$ cat src/rtl/apb_master.sv
// rtl/apb_master.sv - APB4 requester: valid/ready command in, single APB transfer out, one-cycle response pulse
// Optional ACCESS-phase timeout abort enabled by defining APB_MASTER_TIMEOUT_EN.
module apb_master #(
  parameter int ADDR_W         = 12,
  parameter int DATA_W         = 32,
  parameter int TIMEOUT_CYCLES = 16
) (
  input  logic                pclk,
  input  logic                preset,
  input  logic                cmd_valid,
  output logic                cmd_ready,
  input  logic                cmd_write,
  input  logic [ADDR_W-1:0]   cmd_addr,
  input  logic [DATA_W-1:0]   cmd_wdata,
  input  logic [DATA_W/8-1:0] cmd_strb,
  output logic                rsp_valid,
  output logic [DATA_W-1:0]   rsp_rdata,
  output logic                rsp_err,
  output logic                busy,
  output logic [ADDR_W-1:0]   paddr,
  output logic                psel,
  output logic                penable,
  output logic                pwrite,
  output logic [DATA_W-1:0]   pwdata,
  output logic [DATA_W/8-1:0] pstrb,
  input  logic                pready,
  input  logic [DATA_W-1:0]   prdata,
  input  logic                pslverr
);

  localparam int STRB_W = DATA_W / 8;

  if (DATA_W % 8 != 0) begin : g_bad_data_w
    $error("apb_master: DATA_W must be a multiple of 8");
  end
  if (TIMEOUT_CYCLES < 1) begin : g_bad_timeout
    $error("apb_master: TIMEOUT_CYCLES must be at least 1");
  end

  typedef enum logic [1:0] {
    IDLE   = 2'd0,
    SETUP  = 2'd1,
    ACCESS = 2'd2
  } state_t;

  state_t state;
  state_t state_nxt;

  logic accept;
  logic timeout_hit;

  logic                psel_nxt;
  logic                penable_nxt;
  logic                pwrite_nxt;
  logic [ADDR_W-1:0]   paddr_nxt;
  logic [DATA_W-1:0]   pwdata_nxt;
  logic [STRB_W-1:0]   pstrb_nxt;
  logic                busy_nxt;
  logic                rsp_valid_nxt;
  logic [DATA_W-1:0]   rsp_rdata_nxt;
  logic                rsp_err_nxt;

  // Only IDLE takes a command; reset masks ready so nothing is accepted while held in reset.
  assign cmd_ready = (state == IDLE) && !preset;
  assign accept    = cmd_valid && cmd_ready;

`ifdef APB_MASTER_TIMEOUT_EN
  localparam int CNT_W = $clog2(TIMEOUT_CYCLES + 1);

  logic [CNT_W-1:0] wait_cnt;

  // Count ACCESS wait cycles; cleared in SETUP so every transfer starts from zero.
  always_ff @(posedge pclk or posedge preset) begin
    if (preset) begin
      wait_cnt <= '0;
    end else if (state == SETUP) begin
      wait_cnt <= '0;
    end else if (state == ACCESS && !pready) begin
      wait_cnt <= wait_cnt + CNT_W'(1);
    end
  end

  // The last allowed wait cycle is the one where the count is about to reach the limit;
  // pready in that same cycle still completes normally.
  assign timeout_hit = (state == ACCESS) && !pready &&
                       (wait_cnt == CNT_W'(TIMEOUT_CYCLES - 1));
`else
  assign timeout_hit = 1'b0;
`endif

  // State register.
  always_ff @(posedge pclk or posedge preset) begin
    if (preset) begin
      state <= IDLE;
    end else begin
      state <= state_nxt;
    end
  end

  // Next-state: IDLE -> SETUP -> ACCESS -> IDLE, leaving ACCESS on pready or timeout.
  always_comb begin
    state_nxt = state;
    case (state)
      IDLE:    if (accept) state_nxt = SETUP;
      SETUP:   state_nxt = ACCESS;
      ACCESS:  if (pready || timeout_hit) state_nxt = IDLE;
      default: state_nxt = IDLE;
    endcase
  end

  // Next values of the registered outputs; APB fields hold unless a new command is captured.
  always_comb begin
    psel_nxt      = psel;
    penable_nxt   = penable;
    pwrite_nxt    = pwrite;
    paddr_nxt     = paddr;
    pwdata_nxt    = pwdata;
    pstrb_nxt     = pstrb;
    busy_nxt      = busy;
    rsp_valid_nxt = 1'b0;
    rsp_rdata_nxt = rsp_rdata;
    rsp_err_nxt   = rsp_err;
    case (state)
      IDLE: begin
        if (accept) begin
          psel_nxt    = 1'b1;
          penable_nxt = 1'b0;
          busy_nxt    = 1'b1;
          pwrite_nxt  = cmd_write;
          paddr_nxt   = cmd_addr;
          pwdata_nxt  = cmd_write ? cmd_wdata : '0;
          pstrb_nxt   = cmd_write ? cmd_strb  : '0;
        end
      end
      SETUP: begin
        penable_nxt = 1'b1;
      end
      ACCESS: begin
        if (pready) begin
          psel_nxt      = 1'b0;
          penable_nxt   = 1'b0;
          busy_nxt      = 1'b0;
          rsp_valid_nxt = 1'b1;
          rsp_rdata_nxt = pwrite ? '0 : prdata;
          rsp_err_nxt   = pslverr;
        end else if (timeout_hit) begin
          psel_nxt      = 1'b0;
          penable_nxt   = 1'b0;
          busy_nxt      = 1'b0;
          rsp_valid_nxt = 1'b1;
          rsp_rdata_nxt = '0;
          rsp_err_nxt   = 1'b1;
        end
      end
      default: begin
        psel_nxt    = 1'b0;
        penable_nxt = 1'b0;
        busy_nxt    = 1'b0;
      end
    endcase
  end

  // Output registers; reset drops the bus and discards any in-flight response.
  always_ff @(posedge pclk or posedge preset) begin
    if (preset) begin
      psel      <= 1'b0;
      penable   <= 1'b0;
      pwrite    <= 1'b0;
      paddr     <= '0;
      pwdata    <= '0;
      pstrb     <= '0;
      busy      <= 1'b0;
      rsp_valid <= 1'b0;
      rsp_rdata <= '0;
      rsp_err   <= 1'b0;
    end else begin
      psel      <= psel_nxt;
      penable   <= penable_nxt;
      pwrite    <= pwrite_nxt;
      paddr     <= paddr_nxt;
      pwdata    <= pwdata_nxt;
      pstrb     <= pstrb_nxt;
      busy      <= busy_nxt;
      rsp_valid <= rsp_valid_nxt;
      rsp_rdata <= rsp_rdata_nxt;
      rsp_err   <= rsp_err_nxt;
    end
  end

endmodule

$ cat config.mk
export PLATFORM = sky130hd
export DESIGN_NAME = apb_master
export DESIGN_NICKNAME = d
export VERILOG_FILES = /design/src/rtl/apb_master.sv
export SDC_FILE = /design/constraint.sdc
export NUM_CORES = 1
export LEC_CHECK = 0
export BUFFER_PORTS_ARGS = -buffer_cell sky130_fd_sc_hd__buf_2
export CORE_MARGIN = 2
export CORE_UTILIZATION = 49
export CTS_BUF_LIST = sky130_fd_sc_hd__clkbuf_4 sky130_fd_sc_hd__clkbuf_8
export DETAILED_ROUTE_END_ITERATION = 8
export PLACE_DENSITY_LB_ADDON = 0.1
export REMOVE_ABC_BUFFERS = 1
export SYNTH_ARGS = -nofsm -noshare
export SYNTH_HDL_FRONTEND = slang
export SYNTH_SLANG_ARGS = --single-unit
$ cat constraint.sdc
create_clock -name pclk -period 3.2 [get_ports pclk]
set_input_delay 0.48 -clock pclk [delete_from_list [all_inputs] [get_ports pclk]]
set_output_delay 0.48 -clock pclk [all_outputs]
set_load 0.02 [all_outputs]
==> flow_metrics.py, run 1 <==
metrics = {
    "final_layout": {
        "synthToLayoutAreaGrowth_pct": 28.4,
        "final_area_um2": 5000,
        "final_cell_mix": "buf_2, dfrtp_1, mux2_4",
        "n_antenna_cell": 0,
        "finish.utilization_pct": 64.7,
        "drive_above_1_share_pct": 50.7,
        "final_common_cell": "buf_2",
        "nNetsFinal": 555,
        "stdcell_count": 575,
    },
    "timing": {
        "tns_ns": 0,
        "worst_pin_slew_ns": 0.751,
        "finalCritPeriodShare_pct": 56.7,
        "relSlewSlack_pct": 49.8,
        "skew_ns": 0.00758,
        "hold_viol_final": 0,
        "fin_crit_ns": 1.81,
        "setup_viol": 0,
        "finalMaxSlewViolations": 0,
        "rsz0062_at_grt": "no",
        "fmax_ghz": 0.551,
    },
    "placed_design": {
        "dp.cells": 560,
        "routabilityCongestion": 0.756,
        "place_area_um2": 4770,
        "hpwl_mm": 5.53,
        "io_buffer_count": 172,
    },
    "critical_path": {
        "crit_family": "flip-flops",
        "arrival_ns": 1.33,
        "crit_path_end_kind": "output pin",
        "r2r-start": "state[0]",
        "critical_path_buf_inv_count": 1,
        "critPathMaxStageDelay_ns": 0.72,
        "rr_endpoint": "paddr[0]",
        "path_cells": "buf_2",
        "crit_path_max_fanout": 19,
        "crit_required_ns": 2.72,
        "startpoint": "pwrite",
        "r2r_slack_ns": 1.41,
        "worstSetupPathType": "reg2out",
        "reg2reg_depth": 3,
        "startpoint_type": "register",
        "crit_path_top_delay_cell": "dfrtp_1",
    },
    "detailed_routing": {
        "viasPerCell": 4.60,
        "wirelength_mm": 7.82,
        "wl_per_cell_um": 13.6,
        "vias": 2647,
        "dr.pass1.iters": 4,
        "drc": 0,
        "drtIter0Drc": 78,
        "ant_nets": 0,
    },
    "yosys": {
        "seq_area_frac_synth_pct": 55.2,
        "synthAdderAreaFrac_pct": 0,
        "syn_area_um2": 3900,
        "muxShareOfSynthArea_pct": 26.6,
        "synth_top_family_by_area": "multiplexers",
        "synth_compound_area_share_pct": 0.321,
        "synthCells": 298,
        "synth_xor_area_share_pct": 0,
        "postSynthAreaPerCell_um2": 13.1,
        "ys_ff_latch": 86,
        "synth_cell_types": 19,
        "synth_simple_gate_area_share_pct": 9.51,
        "yosysWarnings": 0,
    },
    "clock_network": {
        "cts_setup_buffers": 0,
        "ctsHoldBuffers": 0,
        "root_buffer": "clkbuf_8",
        "cts_tree": "built",
        "numCtsBuffers": 9,
        "clk_path_buf_depth": 2,
        "clkSinkCount": 86,
        "clk_latency_ns": 0.33,
        "htreeDepth": 3,
        "post_cts_resized": 0,
        "clkTransAtPathRegs_ns": 0.09,
    },
    "floorplan": {
        "die_h_um": 93.2,
        "start_util_pct": 50.4,
        "die_area_um2": 8680,
        "row_count": 32,
        "dieWidth_um": 93.2,
        "coreArea_um2": 7730,
        "ioPinCount": 173,
    },
    "power_and_ir_drop": {
        "leakagePower_nw": 2.68,
        "powerDensity_nw_per_um2": 819,
        "totalPowerFinal_mw": 4.10,
        "ir_drop_uv": 464,
    },
    "run_status": {
        "status": "completed",
    },
    "grt": {
        "grt_pass1_wl_mm": 12.8,
        "antenna_found_initial": 0,
        "grt_max_degree": 46,
        "grt_pass1_vias": 2544,
        "grt_usage_pct": 18.8,
        "overflow": 0,
    },
    "min_path": {
        "holdCritPathClass": "in2async",
    },
    "run": {
        "drv_cap": 0,
    },
}
[per-layer routing]
layer	track usage, %	share of wire, %
met1	25.5	44
met2	29.3	48
met3	6.37	7.5
met4	4.41	0.51
met5	0	0
[registers in the layout, indices dropped and copies added, names as in the netlist]
register / cells
paddr: 12
penable: 1
psel: 1
pstrb: 4
pwdata: 32
pwrite: 1
rsp_err: 1
rsp_rdata: 32
rsp_valid: 1
state: 1
[stage by stage]
stage	setup WS [ns]	hold slack, ns
floorplan	-1.99	0.518
global placement	1.32	0.462
finish	1.39	0.275
detailed placement	1.31	0.477
global route	1.27	0.314
CTS	1.35	0.287
[power by group]
part / internal [mW] / leakage (nW) / switching, mW
Clock: 0.514 / 0.115 / 0.374
Combinational: 0.695 / 1.48 / 0.856
Sequential: 1.45 / 1.09 / 0.212
Total: 2.65 / 2.68 / 1.44
[area by class of cell]
cell class | instances | area (µm²)
clock buffers | 9 | 124
fillers | 664 | 2730
inverters | 37 | 140
well taps | 102 | 128
repair buffers | 178 | 918
clock inverters | 6 | 111
flip-flops and latches | 86 | 2150
multi-input cells | 157 | 1430
[cell usage after synthesis (all sizes together)]
library cell / instances / area share (%)
mux2i: 37 / 9.5
nand2b: 1 / 0.16
nor2b: 32 / 5.1
o21ai: 1 / 0.13
nand2: 36 / 3.5
buf: 12 / 4.2
dfrtp: 86 / 55
clkbuf: 6 / 0.58
a21o: 1 / 0.19
mux2: 46 / 17
inv: 37 / 3.6
and3b: 1 / 0.22
nor4b: 1 / 0.39
nor3: 1 / 0.13
[how the worst max path moves through the flow]
stage	endpoint	slack (ns)	cells after the start
final	pwrite	1.39	1
after global routing	pwrite	1.27	1
after floorplan	paddr[11]	-1.99	2
after detailed placement	paddr[0]	1.31	4
after CTS	pwrite	1.35	1
after global placement	paddr[11]	1.32	4
[cells by family (layout without fill, tap and decap cells)]
group | count (synthesis) | count (layout)
compound gates | 2 | 2
buf+inv | 55 | 230
flops | 86 | 86
mux | 83 | 83
simple gates | 72 | 72
No activity file was read; power rests on OpenSTA's default activity.
==> run 2: changes to the inputs <==
--- a/config.mk
+++ b/config.mk
@@ -5,6 +5,7 @@
 export SDC_FILE = /design/constraint.sdc
 export NUM_CORES = 1
 export LEC_CHECK = 0
+export ABC_AREA = 1
 export BUFFER_PORTS_ARGS = -buffer_cell sky130_fd_sc_hd__buf_2
 export CORE_MARGIN = 2
 export CORE_UTILIZATION = 49
==> constraint.sdc (replaced) <==
create_clock -name pclk -period 1.7 [get_ports pclk]
set_input_delay 0.255 -clock pclk [delete_from_list [all_inputs] [get_ports pclk]]
set_output_delay 0.255 -clock pclk [all_outputs]
set_load 0.02 [all_outputs]
==> flow_metrics.py, run 2 <==
metrics = {
    "final_layout": {
        "final_common_cell": "nand2_1",
        "fill_cells": 681,
        "final_cell_mix": "nand2_1, buf_2, dfrtp_1",
        "drive_above_1_share_pct": 34.0,
        "stdcell_count": 726,
        "synthToLayoutAreaGrowth_pct": 32.2,
        "finish.utilization_pct": 65.9,
        "n_antenna_cell": 0,
        "reg.largest.list": "pwdata x32, rsp_rdata x32, paddr x12",
        "nNetsFinal": 705,
    },
    "placed_design": {
        "routabilityCongestion": 0.760,
        "hpwl_mm": 6.68,
        "dp.cells": 709,
        "io_buffer_count": 172,
        "place_ws_ns": 0.378,
    },
    "floorplan": {
        "start_util_pct": 49.8,
        "ioPinCount": 173,
        "coreArea_um2": 7650,
        "dieWidth_um": 92.2,
        "die_area_um2": 8500,
        "row_count": 32,
        "die_h_um": 92.2,
    },
    "detailed_routing": {
        "top_layer": "met4",
        "dr.pass1.iters": 4,
        "dr_wl_met3_um": 700,
        "vias": 3598,
        "wl_per_cell_um": 13.4,
        "ant_nets": 0,
        "drc": 0,
        "wirelength_mm": 9.73,
        "met1_length_mm": 4.33,
        "viasPerCell": 4.96,
        "drtIter0Drc": 174,
        "met2WireLength_mm": 4.50,
    },
    "critical_path": {
        "startpoint_type": "register",
        "arrival_ns": 1.31,
        "crit_path_max_fanout": 5,
        "crit_required_ns": 1.44,
        "crit_path_top_delay_cell": "dfrtp_1",
        "crit_path_end_kind": "output pin",
        "critPathMaxStageDelay_ns": 0.44,
        "worstSetupPathType": "reg2out",
        "path_cells": "nor2_4 -> inv_1 -> nor2_1 -> buf_2",
    },
    "power_and_ir_drop": {
        "clkPwrFrac_pct": 19.2,
        "leakagePower_nw": 3.17,
        "p_seq_share_pct": 37.8,
        "cell_internal_pwr_mw": 5.16,
        "power_frac_comb_pct": 43.0,
        "totalPowerFinal_mw": 8.99,
        "ir_drop_uv": 789,
        "netSwitchingFraction_pct": 42.6,
        "switchingPower_mw": 3.83,
        "powerDensity_nw_per_um2": 1790,
    },
    "timing": {
        "finalMaxSlewViolations": 0,
        "fin_crit_ns": 1.56,
        "skew_ns": 0.00733,
        "fmax_ghz": 0.641,
        "worst_slack_ns": 0.139,
        "hold_viol_final": 0,
        "holdWs_ns": 0.131,
        "rsz0062_at_grt": "no",
        "worst_pin_slew_ns": 0.604,
        "setup_viol": 0,
        "relSlewSlack_pct": 59.6,
        "finalCritPeriodShare_pct": 91.8,
    },
    "yosys": {
        "synth_common_cells": "nand2_1, dfrtp_1, nand4_1",
        "synth_top_area_share_pct": 56.5,
        "yosysWarnings": 0,
        "syn_area_um2": 3810,
        "synth_cell_types": 16,
        "synth.most_common_cell": "nand2_1",
        "synth_ff_type": "dfrtp_1",
        "seq_area_frac_synth_pct": 56.5,
        "synth_edf_count": 0,
        "synthTopCellsByArea": "dfrtp_1, nand2_1, nand4_1",
        "ys_ff_latch": 86,
        "async_reset_ff_share_pct": 100,
        "synth.largest_area_cell": "dfrtp_1",
        "synthCells": 458,
        "postSynthAreaPerCell_um2": 8.32,
    },
    "grt": {
        "grt_usage_pct": 23.7,
        "grt_max_degree": 63,
        "grt_pass1_wl_mm": 16.0,
        "antenna_found_initial": 0,
        "overflow": 0,
        "grt_pass1_vias": 3389,
    },
    "run_status": {
        "status": "completed",
    },
    "clock_network": {
        "clkSinkCount": 86,
        "htreeDepth": 3,
        "root_buffer": "clkbuf_8",
        "clkTransAtPathRegs_ns": 0.09,
        "post_cts_resized": 0,
        "clk_latency_ns": 0.35,
        "cts_tree": "built",
        "numCtsBuffers": 9,
        "clk_path_buf_depth": 2,
        "cts_setup_buffers": 0,
    },
    "run": {
        "drv_cap": 0,
    },
    "min_path": {
        "holdCritPathClass": "in2reg",
    },
}
-- run 2: critical path, delay by kind of cell (launching register included) --
family / cells / cell delay (ns)
AND/OR/NAND/NOR: 2 / 0.28
flip-flops: 1 / 0.44
buffers and inverters: 2 / 0.24
-- run 2: final cells by class --
cell class / count / area (µm²) / share of cell area [%]
tap: 102 / 128 / 2.53
clock buffer: 11 / 139 / 2.76
multi-input combinational: 291 / 1320 / 26.3
clock inverter: 5 / 106 / 2.11
inverter: 42 / 160 / 3.18
sequential: 86 / 2150 / 42.7
timing repair buffer: 189 / 1030 / 20.4
-- run 2: what timing repair did --
item | 4_1_cts | 5_1_grt
endpoints found under the hold margin | 17 | 0
hold buffers | 1 | 0
endpoints found under the setup margin | 0 | 0
-- run 2: routing by layer --
| metal | vias to the layer above | GRT usage [%] |
|---|---|---|
| met5 | - | 0 |
| met4 | 0 | 9.83 |
| met3 | 16 | 5.26 |
| met2 | 135 | 36.3 |
| met1 | 1653 | 32.7 |
| li1 | 1794 | - |
-- run 2: power groups by stage --
stage	Combinational, mW	Sequential, mW	Clock, mW
floorplan	1.20	4.50	0
global placement	3.83	3.40	0
detailed placement	3.91	3.41	0
CTS	3.91	3.39	1.76
global route	4.25	3.51	1.84
finish	3.87	3.40	1.73
-- run 2: worst paths after layout --
check                          from             to  slack (ns)  depth (start not counted)
max in group asynchronous    preset  rsp_rdata[31]        0.48                          5
min in group asynchronous    preset  rsp_rdata[17]        0.42                          3
hold reg to reg            paddr[8]       paddr[8]        0.48                          2
setup / recovery           state[0]      cmd_ready        0.14                          4
hold / removal              pslverr        rsp_err        0.13                          3
setup reg to reg            penable  rsp_rdata[18]        0.39                          5
-- run 2: per-stage QoR --
stage	setup TNS (ns)	instance area (µm²)
floorplan	-87.43	3630
global placement	0	4780
detailed placement	0	4780
CTS	0	5040
global route	0	5040
finish	0	5040
-- run 2: logic make-up after synthesis --
logic type / after synthesis / share of synthesized area (%)
AND/OR/NAND/NOR: 290 / 34.5
buffers and inverters: 81 / 8.90
AO/OA/AOI/OAI: 1 / 0.131
flip-flops: 86 / 56.5
==> run 3: changes to the inputs <==
--- a/config.mk
+++ b/config.mk
@@ -8,7 +8,7 @@
 export ABC_AREA = 1
 export BUFFER_PORTS_ARGS = -buffer_cell sky130_fd_sc_hd__buf_2
 export CORE_MARGIN = 2
-export CORE_UTILIZATION = 49
+export CORE_UTILIZATION = 44
 export CTS_BUF_LIST = sky130_fd_sc_hd__clkbuf_4 sky130_fd_sc_hd__clkbuf_8
 export DETAILED_ROUTE_END_ITERATION = 8
 export PLACE_DENSITY_LB_ADDON = 0.1
==> constraint.sdc (replaced) <==
create_clock -name pclk -period 1.38 [get_ports pclk]
set_input_delay 0.207 -clock pclk [delete_from_list [all_inputs] [get_ports pclk]]
set_output_delay 0.207 -clock pclk [all_outputs]
set_load 0.02 [all_outputs]
==> flow_metrics.py, run 3 (synthesis gave the netlist of run 2 again) <==
metrics = {
    "floorplan": {
        "ioPinCount": 173,
        "start_util_pct": 45.9,
        "coreArea_um2": 8300,
        "row_count": 33,
        "die_h_um": 97.1,
        "dieWidth_um": 97.1,
        "die_area_um2": 9420,
    },
    "power_and_ir_drop": {
        "clkPwrFrac_pct": 19.0,
        "cell_internal_pwr_mw": 6.62,
        "netSwitchingFraction_pct": 42.0,
        "p_seq_share_pct": 36.7,
        "leakagePower_nw": 3.24,
        "powerDensity_nw_per_um2": 2190,
        "totalPowerFinal_mw": 11.4,
        "ir_drop_uv": 908,
        "switchingPower_mw": 4.80,
        "power_frac_comb_pct": 44.3,
    },
    "detailed_routing": {
        "vias": 3627,
        "ant_nets": 0,
        "dr.pass1.iters": 4,
        "wirelength_mm": 10.1,
        "viasPerCell": 4.95,
        "drtIter0Drc": 139,
        "wl_per_cell_um": 13.8,
        "drc": 0,
    },
    "clock_network": {
        "clk_path_buf_depth": 2,
        "cts_tree": "built",
        "clkTransAtPathRegs_ns": 0.09,
        "clkSinkCount": 86,
        "root_buffer": "clkbuf_8",
        "clk_latency_ns": 0.34,
        "htreeDepth": 3,
        "numCtsBuffers": 9,
    },
    "grt": {
        "grt_usage_pct": 20.9,
        "grt_pass1_vias": 3321,
        "grt_pass1_wl_mm": 16.3,
        "overflow": 0,
        "grt_max_degree": 61,
        "antenna_found_initial": 0,
    },
    "final_layout": {
        "nNetsFinal": 709,
        "synthToLayoutAreaGrowth_pct": 36.9,
        "final_cell_mix": "nand2_1, buf_2, dfrtp_1",
        "drive_above_1_share_pct": 34.9,
        "final_common_cell": "nand2_1",
        "reg.largest.list": "pwdata x32, rsp_rdata x32, paddr x12",
        "fill_cells": 749,
        "finish.utilization_pct": 62.9,
        "n_antenna_cell": 0,
    },
    "critical_path": {
        "path_cells": "nor2_4 -> inv_2 -> nor2_4 -> buf_6",
        "startpoint_type": "register",
        "cp.depth": 4,
        "arrival_ns": 1.18,
        "crit_path_end_kind": "output pin",
        "critPathMaxStageDelay_ns": 0.43,
        "crit_family": "flip-flops",
        "critical_path_buf_inv_count": 2,
        "crit_path_max_fanout": 2,
        "worstSetupPathType": "reg2out",
        "crit_required_ns": 1.17,
        "critPathMostFrequentCell": "nor2_4",
        "reg2reg_depth": 6,
        "crit_path_top_delay_cell": "dfrtp_2",
    },
    "run_status": {
        "status": "complete, but fails checks",
        "violations": "negative setup slack",
    },
    "timing": {
        "fin_crit_ns": 1.39,
        "relSlewSlack_pct": 76.1,
        "finalMaxSlewViolations": 0,
        "fmax_ghz": 0.722,
        "rsz0062_at_grt": "yes",
        "skew_ns": 0.00748,
        "worst_pin_slew_ns": 0.359,
        "tns_ns": -0.00533,
        "worst_slack_ns": -0.00533,
        "finalCritPeriodShare_pct": 100,
        "hold_viol_final": 0,
        "setup_viol": 1,
    },
    "min_path": {
        "holdCritPathClass": "in2reg",
        "holdPathStages": 3,
    },
    "run": {
        "drv_cap": 0,
    },
    "placed_design": {
        "hpwl_mm": 6.56,
        "io_buffer_count": 172,
        "routabilityCongestion": 0.783,
        "place_ws_ns": 0.198,
    },
}
run 3: repair_timing:
| item | in CTS | in global routing |
|---|---|---|
| pin swaps | 2 | 2 |
| hold endpoints to repair | 57 | 0 |
| hold buffers | 1 | 0 |
| endpoints found under the setup margin | 1 | 36 |
| cloned | 0 | 3 |
| gates resized for setup | 6 | 5 |
| buffers inserted | 4 | 0 |
run 3: path summary, 6_finish.rpt:
check / start / to / slack [ns]
max: state[0] / cmd_ready / -0.005
max in group asynchronous: preset / state[0] / 0.17
min in group asynchronous: preset / pwdata[22] / 0.54
max reg2reg: state[0] / pwdata[30] / 0.08
min reg2reg: rsp_err / rsp_err / 0.47
min: pslverr / rsp_err / 0.1
run 3: area by class of cell:
type,count,area [µm²],share of cell area (%)
Sequential cell,86,2150,41.3
Multi-Input combinational cell,291,1340,25.7
Timing Repair Buffer,193,1180,22.7
Inverter,42,160,3.07
Clock buffer,11,145,2.78
Tap cell,105,131,2.52
Clock inverter,5,106,2.04
run 3: power groups by stage:
stage / Sequential, mW / Combinational (mW) / Clock, mW
global route: 4.32 / 5.49 / 2.32
CTS: 4.19 / 5.03 / 2.20
floorplan: 5.55 / 1.48 / 0
global placement: 4.21 / 4.82 / 0
detailed placement: 4.23 / 4.91 / 0
finish: 4.19 / 5.06 / 2.17
run 3: metal layers:
layer | up-vias | part of all wire, % | global-route usage [%]
met5 | - | 0 | 0
met4 | 0 | 0.70 | 4.98
met3 | 7 | 8.2 | 5.32
met2 | 138 | 46 | 32.6
met1 | 1681 | 45 | 29.7
li1 | 1801 | - | -
run 3: worst register-to-register path: cells and delay by family, from the launching register on:
family | cells | cell delay (ns)
buf+inv | 2 | 0.37
flops | 1 | 0.43
simple gates | 4 | 0.38
run 3: through the flow:
| step | instance area, µm² | hold slack (ns) | cells |
|---|---|---|---|
| finish | 5220 | 0.0983 | 733 |
| detailed placement | 4820 | 0.302 | 710 |
| CTS | 5130 | 0.0837 | 731 |
| global route | 5220 | 0.0972 | 733 |
| global placement | 4820 | 0.300 | 710 |
| floorplan | 3630 | 0.352 | 419 |
